$ cat src/rtl/countdown_timer_main_pkg.sv
// Shared definitions for the countdown timer: state encodings, time units and
// small arithmetic helpers used by the datapath and LED decode.
package countdown_timer_main_pkg;

  localparam int TIME_W     = 19;
  localparam int CS_PER_SEC = 100;
  localparam int CS_PER_MIN = 6000;

  localparam logic [1:0] ST_IDLE    = 2'd0;
  localparam logic [1:0] ST_RUN     = 2'd1;
  localparam logic [1:0] ST_PAUSE   = 2'd2;
  localparam logic [1:0] ST_EXPIRED = 2'd3;

  typedef logic [TIME_W-1:0] time_t;

  // Sum is formed one bit wider so an overflow past max_val is caught before truncation.
  function automatic time_t sat_add(input time_t base, input time_t inc, input time_t max_val);
    logic [TIME_W:0] sum;
    sum = {1'b0, base} + {1'b0, inc};
    if (sum > {1'b0, max_val}) return max_val;
    return sum[TIME_W-1:0];
  endfunction

  function automatic logic [9:0] spot_led(input time_t t);
    time_t      secs;
    logic [3:0] digit;
    secs  = t / time_t'(CS_PER_SEC);
    digit = 4'(secs % time_t'(10));
    return 10'd1 << digit;
  endfunction

endpackage

$ cat src/rtl/countdown_timer_main_key_edge_detect.sv
// Active-low pushbutton conditioner: two-flop synchroniser followed by a
// registered falling-edge detector giving one press pulse per key push.
module key_edge_detect (
  input  logic clk,
  input  logic rst,
  input  logic key_n,
  output logic press
);

  logic sync1, sync2, sync3;

  always_ff @(posedge clk or posedge rst) begin
    if (rst) begin
      sync1 <= 1'b1;
      sync2 <= 1'b1;
      sync3 <= 1'b1;
      press <= 1'b0;
    end else begin
      sync1 <= key_n;
      sync2 <= sync1;
      sync3 <= sync2;
      press <= sync3 & ~sync2;
    end
  end

endmodule

$ cat src/rtl/countdown_timer_main.sv
// Countdown timer: MM:SS preset from keys, centisecond countdown, pause/resume,
// expiry flag with blinking LEDs. time_left is in centiseconds.
module countdown_timer_main
  import countdown_timer_main_pkg::*;
#(
  parameter int TICK_DIV = 500000,
  parameter int MAX_TIME = 359999,
  parameter int BLINK_CS = 25
) (
  input  logic              clk,
  input  logic              rst,
  input  logic              key3,
  input  logic              key2,
  input  logic              key1,
  input  logic              key0,
  output logic [TIME_W-1:0] time_left,
  output logic              expired,
  output logic [9:0]        led
);

  localparam int    PS_W  = $clog2(TICK_DIV + 1);
  localparam int    BC_W  = $clog2(BLINK_CS + 1);
  localparam time_t MAX_T = time_t'(MAX_TIME);

  logic p0, p1, p2, p3;
  logic go0, go1, go2, go3, any_key, tick;

  logic [1:0]      state, state_nx;
  time_t           preset, preset_nx, time_nx;
  logic [PS_W-1:0] prescaler, prescaler_nx;
  logic [BC_W-1:0] blink_cnt, blink_cnt_nx;
  logic            blink, blink_nx;
  logic            expired_nx;
  logic [9:0]      led_nx;

  key_edge_detect u_key0 (.clk(clk), .rst(rst), .key_n(key0), .press(p0));
  key_edge_detect u_key1 (.clk(clk), .rst(rst), .key_n(key1), .press(p1));
  key_edge_detect u_key2 (.clk(clk), .rst(rst), .key_n(key2), .press(p2));
  key_edge_detect u_key3 (.clk(clk), .rst(rst), .key_n(key3), .press(p3));

  // Only the highest-priority pulse of a cycle is acted on.
  assign go0     = p0;
  assign go3     = p3 & ~p0;
  assign go2     = p2 & ~p0 & ~p3;
  assign go1     = p1 & ~p0 & ~p3 & ~p2;
  assign any_key = p0 | p1 | p2 | p3;

  assign tick = ((state == ST_RUN) || (state == ST_EXPIRED)) &&
                (prescaler == PS_W'(TICK_DIV - 1));

  always_comb begin
    state_nx  = state;
    time_nx   = time_left;
    preset_nx = preset;
    case (state)
      ST_IDLE: begin
        if (go0) time_nx = '0;
        else if (go3) begin
          if (time_left != '0) begin
            preset_nx = time_left;
            state_nx  = ST_RUN;
          end
        end
        else if (go2) time_nx = sat_add(time_left, time_t'(CS_PER_MIN), MAX_T);
        else if (go1) time_nx = sat_add(time_left, time_t'(CS_PER_SEC), MAX_T);
      end
      ST_RUN: begin
        if (go0) begin
          state_nx = ST_IDLE;
          time_nx  = preset;
        end else begin
          if (go3) state_nx = ST_PAUSE;
          // Expiry on the same tick as a pause request overrides the pause.
          if (tick && (time_left != '0)) begin
            time_nx = time_left - time_t'(1);
            if (time_left == time_t'(1)) state_nx = ST_EXPIRED;
          end
        end
      end
      ST_PAUSE: begin
        if (go0) begin
          state_nx = ST_IDLE;
          time_nx  = preset;
        end else if (go3) state_nx = ST_RUN;
      end
      default: begin
        time_nx = '0;
        if (any_key) begin
          state_nx = ST_IDLE;
          time_nx  = preset;
        end
      end
    endcase
  end

  always_comb begin
    prescaler_nx = prescaler;
    if ((state_nx == ST_IDLE) || ((state == ST_IDLE) && (state_nx == ST_RUN)))
      prescaler_nx = '0;
    else if ((state == ST_RUN) || (state == ST_EXPIRED))
      prescaler_nx = tick ? '0 : prescaler + PS_W'(1);

    blink_cnt_nx = blink_cnt;
    blink_nx     = blink;
    if ((state != ST_EXPIRED) || (state_nx != ST_EXPIRED)) begin
      blink_cnt_nx = '0;
      blink_nx     = 1'b0;
    end else if (tick) begin
      if (blink_cnt == BC_W'(BLINK_CS - 1)) begin
        blink_cnt_nx = '0;
        blink_nx     = ~blink;
      end else blink_cnt_nx = blink_cnt + BC_W'(1);
    end

    expired_nx = (state_nx == ST_EXPIRED);
    case (state_nx)
      ST_IDLE:           led_nx = '0;
      ST_RUN, ST_PAUSE:  led_nx = spot_led(time_nx);
      default:           led_nx = blink_nx ? 10'h3FF : 10'h000;
    endcase
  end

  always_ff @(posedge clk or posedge rst) begin
    if (rst) begin
      state     <= ST_IDLE;
      time_left <= '0;
      preset    <= '0;
      prescaler <= '0;
      blink_cnt <= '0;
      blink     <= 1'b0;
      expired   <= 1'b0;
      led       <= '0;
    end else begin
      state     <= state_nx;
      time_left <= time_nx;
      preset    <= preset_nx;
      prescaler <= prescaler_nx;
      blink_cnt <= blink_cnt_nx;
      blink     <= blink_nx;
      expired   <= expired_nx;
      led       <= led_nx;
    end
  end

endmodule

$ cat config.mk
export PLATFORM = sky130hd
export DESIGN_NAME = countdown_timer_main
export DESIGN_NICKNAME = d
export VERILOG_FILES = /design/src/rtl/countdown_timer_main_pkg.sv /design/src/rtl/countdown_timer_main_key_edge_detect.sv /design/src/rtl/countdown_timer_main.sv
export SDC_FILE = /design/constraint.sdc
export NUM_CORES = 1
export LEC_CHECK = 0
export BUFFER_PORTS_ARGS = -buffer_cell sky130_fd_sc_hd__buf_4
export CORE_MARGIN = 2
export CORE_UTILIZATION = 35
export DETAILED_ROUTE_END_ITERATION = 16
export GPL_TIMING_DRIVEN = 1
export PLACE_DENSITY = 0.61
export SYNTH_ARGS = -nofsm -noshare
export SYNTH_HDL_FRONTEND = slang
export SYNTH_HIERARCHICAL = 1
export SYNTH_SLANG_ARGS = --single-unit
$ cat constraint.sdc
create_clock -name clk -period 22.4 [get_ports clk]
set_clock_uncertainty 0.05 [all_clocks]
set_input_delay 4.48 -clock clk [delete_from_list [all_inputs] [get_ports clk]]
set_output_delay 4.48 -clock clk [all_outputs]
set_load 0.05 [all_outputs]
==> results by stage <==
Detailed routing:
- The final route contains 13.0k vias.
- The DRC violation total after the first TritonRoute iteration is 1479.
- After detailed routing, the average wire length per cell comes to 19.5 µm.
- The per-cell via count in the routed design is 6.45.
- The residual antenna-violating net count after detailed routing is 0.
- The post-route DRC violation count is 0.
- The total wire length is 39.4 mm.
- The first detailed-routing pass took 6 iterations.

GRT:
- The number of antenna violations at the first check in global routing came to 0.
- For this run the aggregate overflow at the end of global routing stands at 0.
- The number of global-route vias before repair is 12.0k.
- The global-route track usage on met2 is 34.1%.
- The global-route layer with the greatest usage is met2.
- The global-route met3 utilization is 2.60%.
- The global-route total usage across every layer is 21.4%.
- The largest net degree at the start of global routing is 77.
- For met1 alone, demand over resource in global routing was 30.1%.
- The wire length of the first global-routing pass is 64.2 mm.

Floorplanning:
- The core region is 34300 µm².
- The die covers 36000 µm².
- The number of top-level design ports is 36.
- The floorplan step set the die height to 190 µm.
- After floorplanning, the core was divided into 68 placement rows.
- The effective utilization at floorplan is 35.2%.
- The floorplan step set the die width to 190 µm.

Yosys:
- The cell count after synthesis came out at 1592.
- The count of unique library cells instantiated by Yosys is 130.
- Yosys printed 6 warnings.
- For this run, the leading register cell type out of synthesis is dfrtp_1.
- The average cell area after synthesis is 7.58 µm².
- After synthesis, the cell types taking the most area are dfrtp_1 (17%), nand2_1 (4.7%), nor2_1 (4.5%).
- Counting flops with a built-in enable in the synthesized netlist gives 0.
- The cell area after synthesis is 12100 µm².
- The multiplexer share of the synthesized area is 4.41%.
- The synthesized netlist devotes 2.34% of its cell area to adder and majority cells.
- The number of nets handed over by synthesis was 1615.
- The dominant cell by count in the synthesized netlist is nand2_1.
- The share of the Yosys chip area taken by registers is 19.2%.
- The synthesized design contains 92 register bits.
- The share of the synthesized netlist area taken by xor and xnor gates is 4.62%.
- The leading area contributor after synthesis is dfrtp_1.
- Counting instances in the post-synthesis netlist gives the leading cell types as nand2_1 (150), nor2_1 (144), o21ai_0 (94).
- The share of synthesized flip-flops with an asynchronous set or reset is 100%.
- By area, the combinational part of the netlist is dominated by compound AO/OA/AOI/OAI gates.
- The fraction of synthesized cell area taken by the top area cell type is 16.6%.
- Of the total synthesized cell area, the portion taken by AND, OR, NAND and NOR gates is 27.5%.
- The synthesized netlist devotes 36.6% of its cell area to compound gates.

Cells and area:
- The utilization after layout is 37.7%.
- The final net count is 1580.
- The area growth from synthesis to final layout is 7.16%.
- The number of antenna diodes in the final layout is 0.
- The count of filler cells inserted in the layout is 3529.
- The share of cells above drive strength 1 is 13.8%.

Timing:
- The final critical delay including setup and external delays is 19150 ps.
- The pin slew with the least headroom to its limit is 1190 ps.
- The number of pins exceeding their max-slew limit in the final report is 0.
- Adding up every negative setup slack in the final design gives 0 ps.
- Setup repair after global routing left no endpoint under its margin.
- For this run, the top clock speed supported by timing is 52.2 MHz.
- The count of endpoints failing hold in the final timing report was 0.
- The worst slew margin relative to its limit is 19.3%.
- The fraction of the cycle the final worst path needs is 85.5%.
- The number of setup violations in the final report is 0.

Critical path:
- For the worst setup path, the data arrival time is 19370 ps.
- The cell type group with the largest total delay on the critical path is compound AO/OA/AOI/OAI gates.
- The endpoint class of the critical path is a register.
- STA classifies the critical path startpoint as a register.
- The type of the worst setup path is register to register.
- For this run, the slowest stage of the critical path takes 890 ps.
- The peak fanout along the critical path is 26.
- For this design, the slowest cell found on the critical path is a31oi_2.
- The number of buffer and inverter instances along the worst setup path is 3.
- For the worst setup path, the data required time is 22620 ps.

Clocking:
- TritonCTS created 9 clock buffers.
- The count of buffers added by post-CTS timing repair for setup is 0.
- The post-cts sizing count is 0.
- CTS built an H-tree with a depth of 3.
- The number of hold buffers added after cts is 0.
- The clock insertion delay at the later pin of the skew report is 350 ps.
- The cell at the root of the clock tree is clkbuf_16.
- The TritonCTS clock tree is built.
- CTS saw 92 sinks.
- After clock tree synthesis, the clock-pin slew on the worst setup and hold paths is 70 ps.
- The number of buffers on the longest clock path is 2.

Outcome:
- The run finished with clean final reports.

Placement:
- The routability congestion estimate from global placement is 0.985.
- Detailed placement ended at an HPWL of 28.9 mm.
- In this run the tool buffered the top-level ports with 35 buffer cells.

Job:
- The number of maximum-capacitance constraint violations is 0.

Min path:
- The min-delay analysis places its worst path in the category register to register.
## area by class of cell
| cell class | count | area (µm²) | area share (%) |
|---|---|---|---|
| sequential | 92 | 2320 | 17.9 |
| tap | 455 | 569 | 4.40 |
| timing repair buffer | 55 | 413 | 3.19 |
| multi-input combinational | 1345 | 9110 | 70.4 |
| clock inverter | 6 | 88.8 | 0.687 |
| clock buffer | 10 | 229 | 1.77 |
| inverter | 54 | 206 | 1.60 |
## kinds of logic (layout without fill, tap and decap cells)
kind of cell	after synthesis	in the layout
flops	92	92
xor+xnor	62	62
simple gates	630	630
fa+ha+maj	24	24
compound gates	581	581
buf+inv	155	125
mux	48	48
## cells in the final DEF, fill, tap and decap left out, drive strengths merged, types with 15 or more instances in the layout
cell,count
ha,17
nand3,68
buf,55
nor4,23
a2111oi,16
xnor2,39
or3,16
and2,22
nor3,56
nor2,148
mux2i,26
or2,18
a211oi,34
inv,52
and3,19
a31oi,27
nand2,151
dfrtp,80
nand4,37
o211ai,31
o31ai,18
o21ai,126
xor2,23
a21oi,93
o22ai,15
mux2,22
## routing by layer
metal | wire length (µm) | vias to the layer above | part of all wire [%]
met4 | 1100 | 0 | 2.8
met1 | 17800 | 6177 | 45
met3 | 2880 | 89 | 7.3
li1 | - | 6099 | -
met5 | 0 | - | 0
met2 | 17700 | 652 | 45
## path summary, 6_finish.rpt
kind                                    from             to  slack (ps)  cells past startpoint
worst min-delay path            u_key3/sync1   u_key3/sync2         300                      0
worst max register to register  time_left[5]         led[2]        3250                     55
max in group asynchronous                rst  time_left[17]       17230                      3
worst min register to register  u_key3/sync1   u_key3/sync2         300                      0
worst max-delay path            time_left[5]         led[2]        3250                     55
min in group asynchronous                rst   u_key1/press        3990                      2
## per-stage QoR
stage / hold slack, ps / cell area [µm²] / worst slack (ps) / cells
after floorplan: 295 / 12100 / 7480 / 1592
after global placement: 298 / 12600 / 4190 / 2001
after detailed placement: 297 / 12600 / 3760 / 2001
after CTS: 306 / 12900 / 3670 / 2017
after global routing: 305 / 12900 / 1450 / 2017
final: 301 / 12900 / 3250 / 2017
## worst reg2reg max path, delay by kind of cell, from the launching register on
| kind | cells | cell delay, ps |
|---|---|---|
| xor gates and xnor gates | 1 | 220 |
| DFF | 1 | 700 |
| buffers and inverters | 3 | 500 |
| muxes | 4 | 2130 |
| AOI/OAI and AO/OA | 27 | 10530 |
| adders and majority gates | 3 | 860 |
| and+or+nand+nor | 17 | 4060 |
## registers in the layout, indices dropped and copies added (netlist names), 2 cells and up
name,count
blink_cnt,5
led,10
prescaler,19
preset,19
state,2
time_left,19
Power is left out: the tool's default activity adds up to more than one toggle a clock period on the data nets, which glitch-free logic cannot reach.
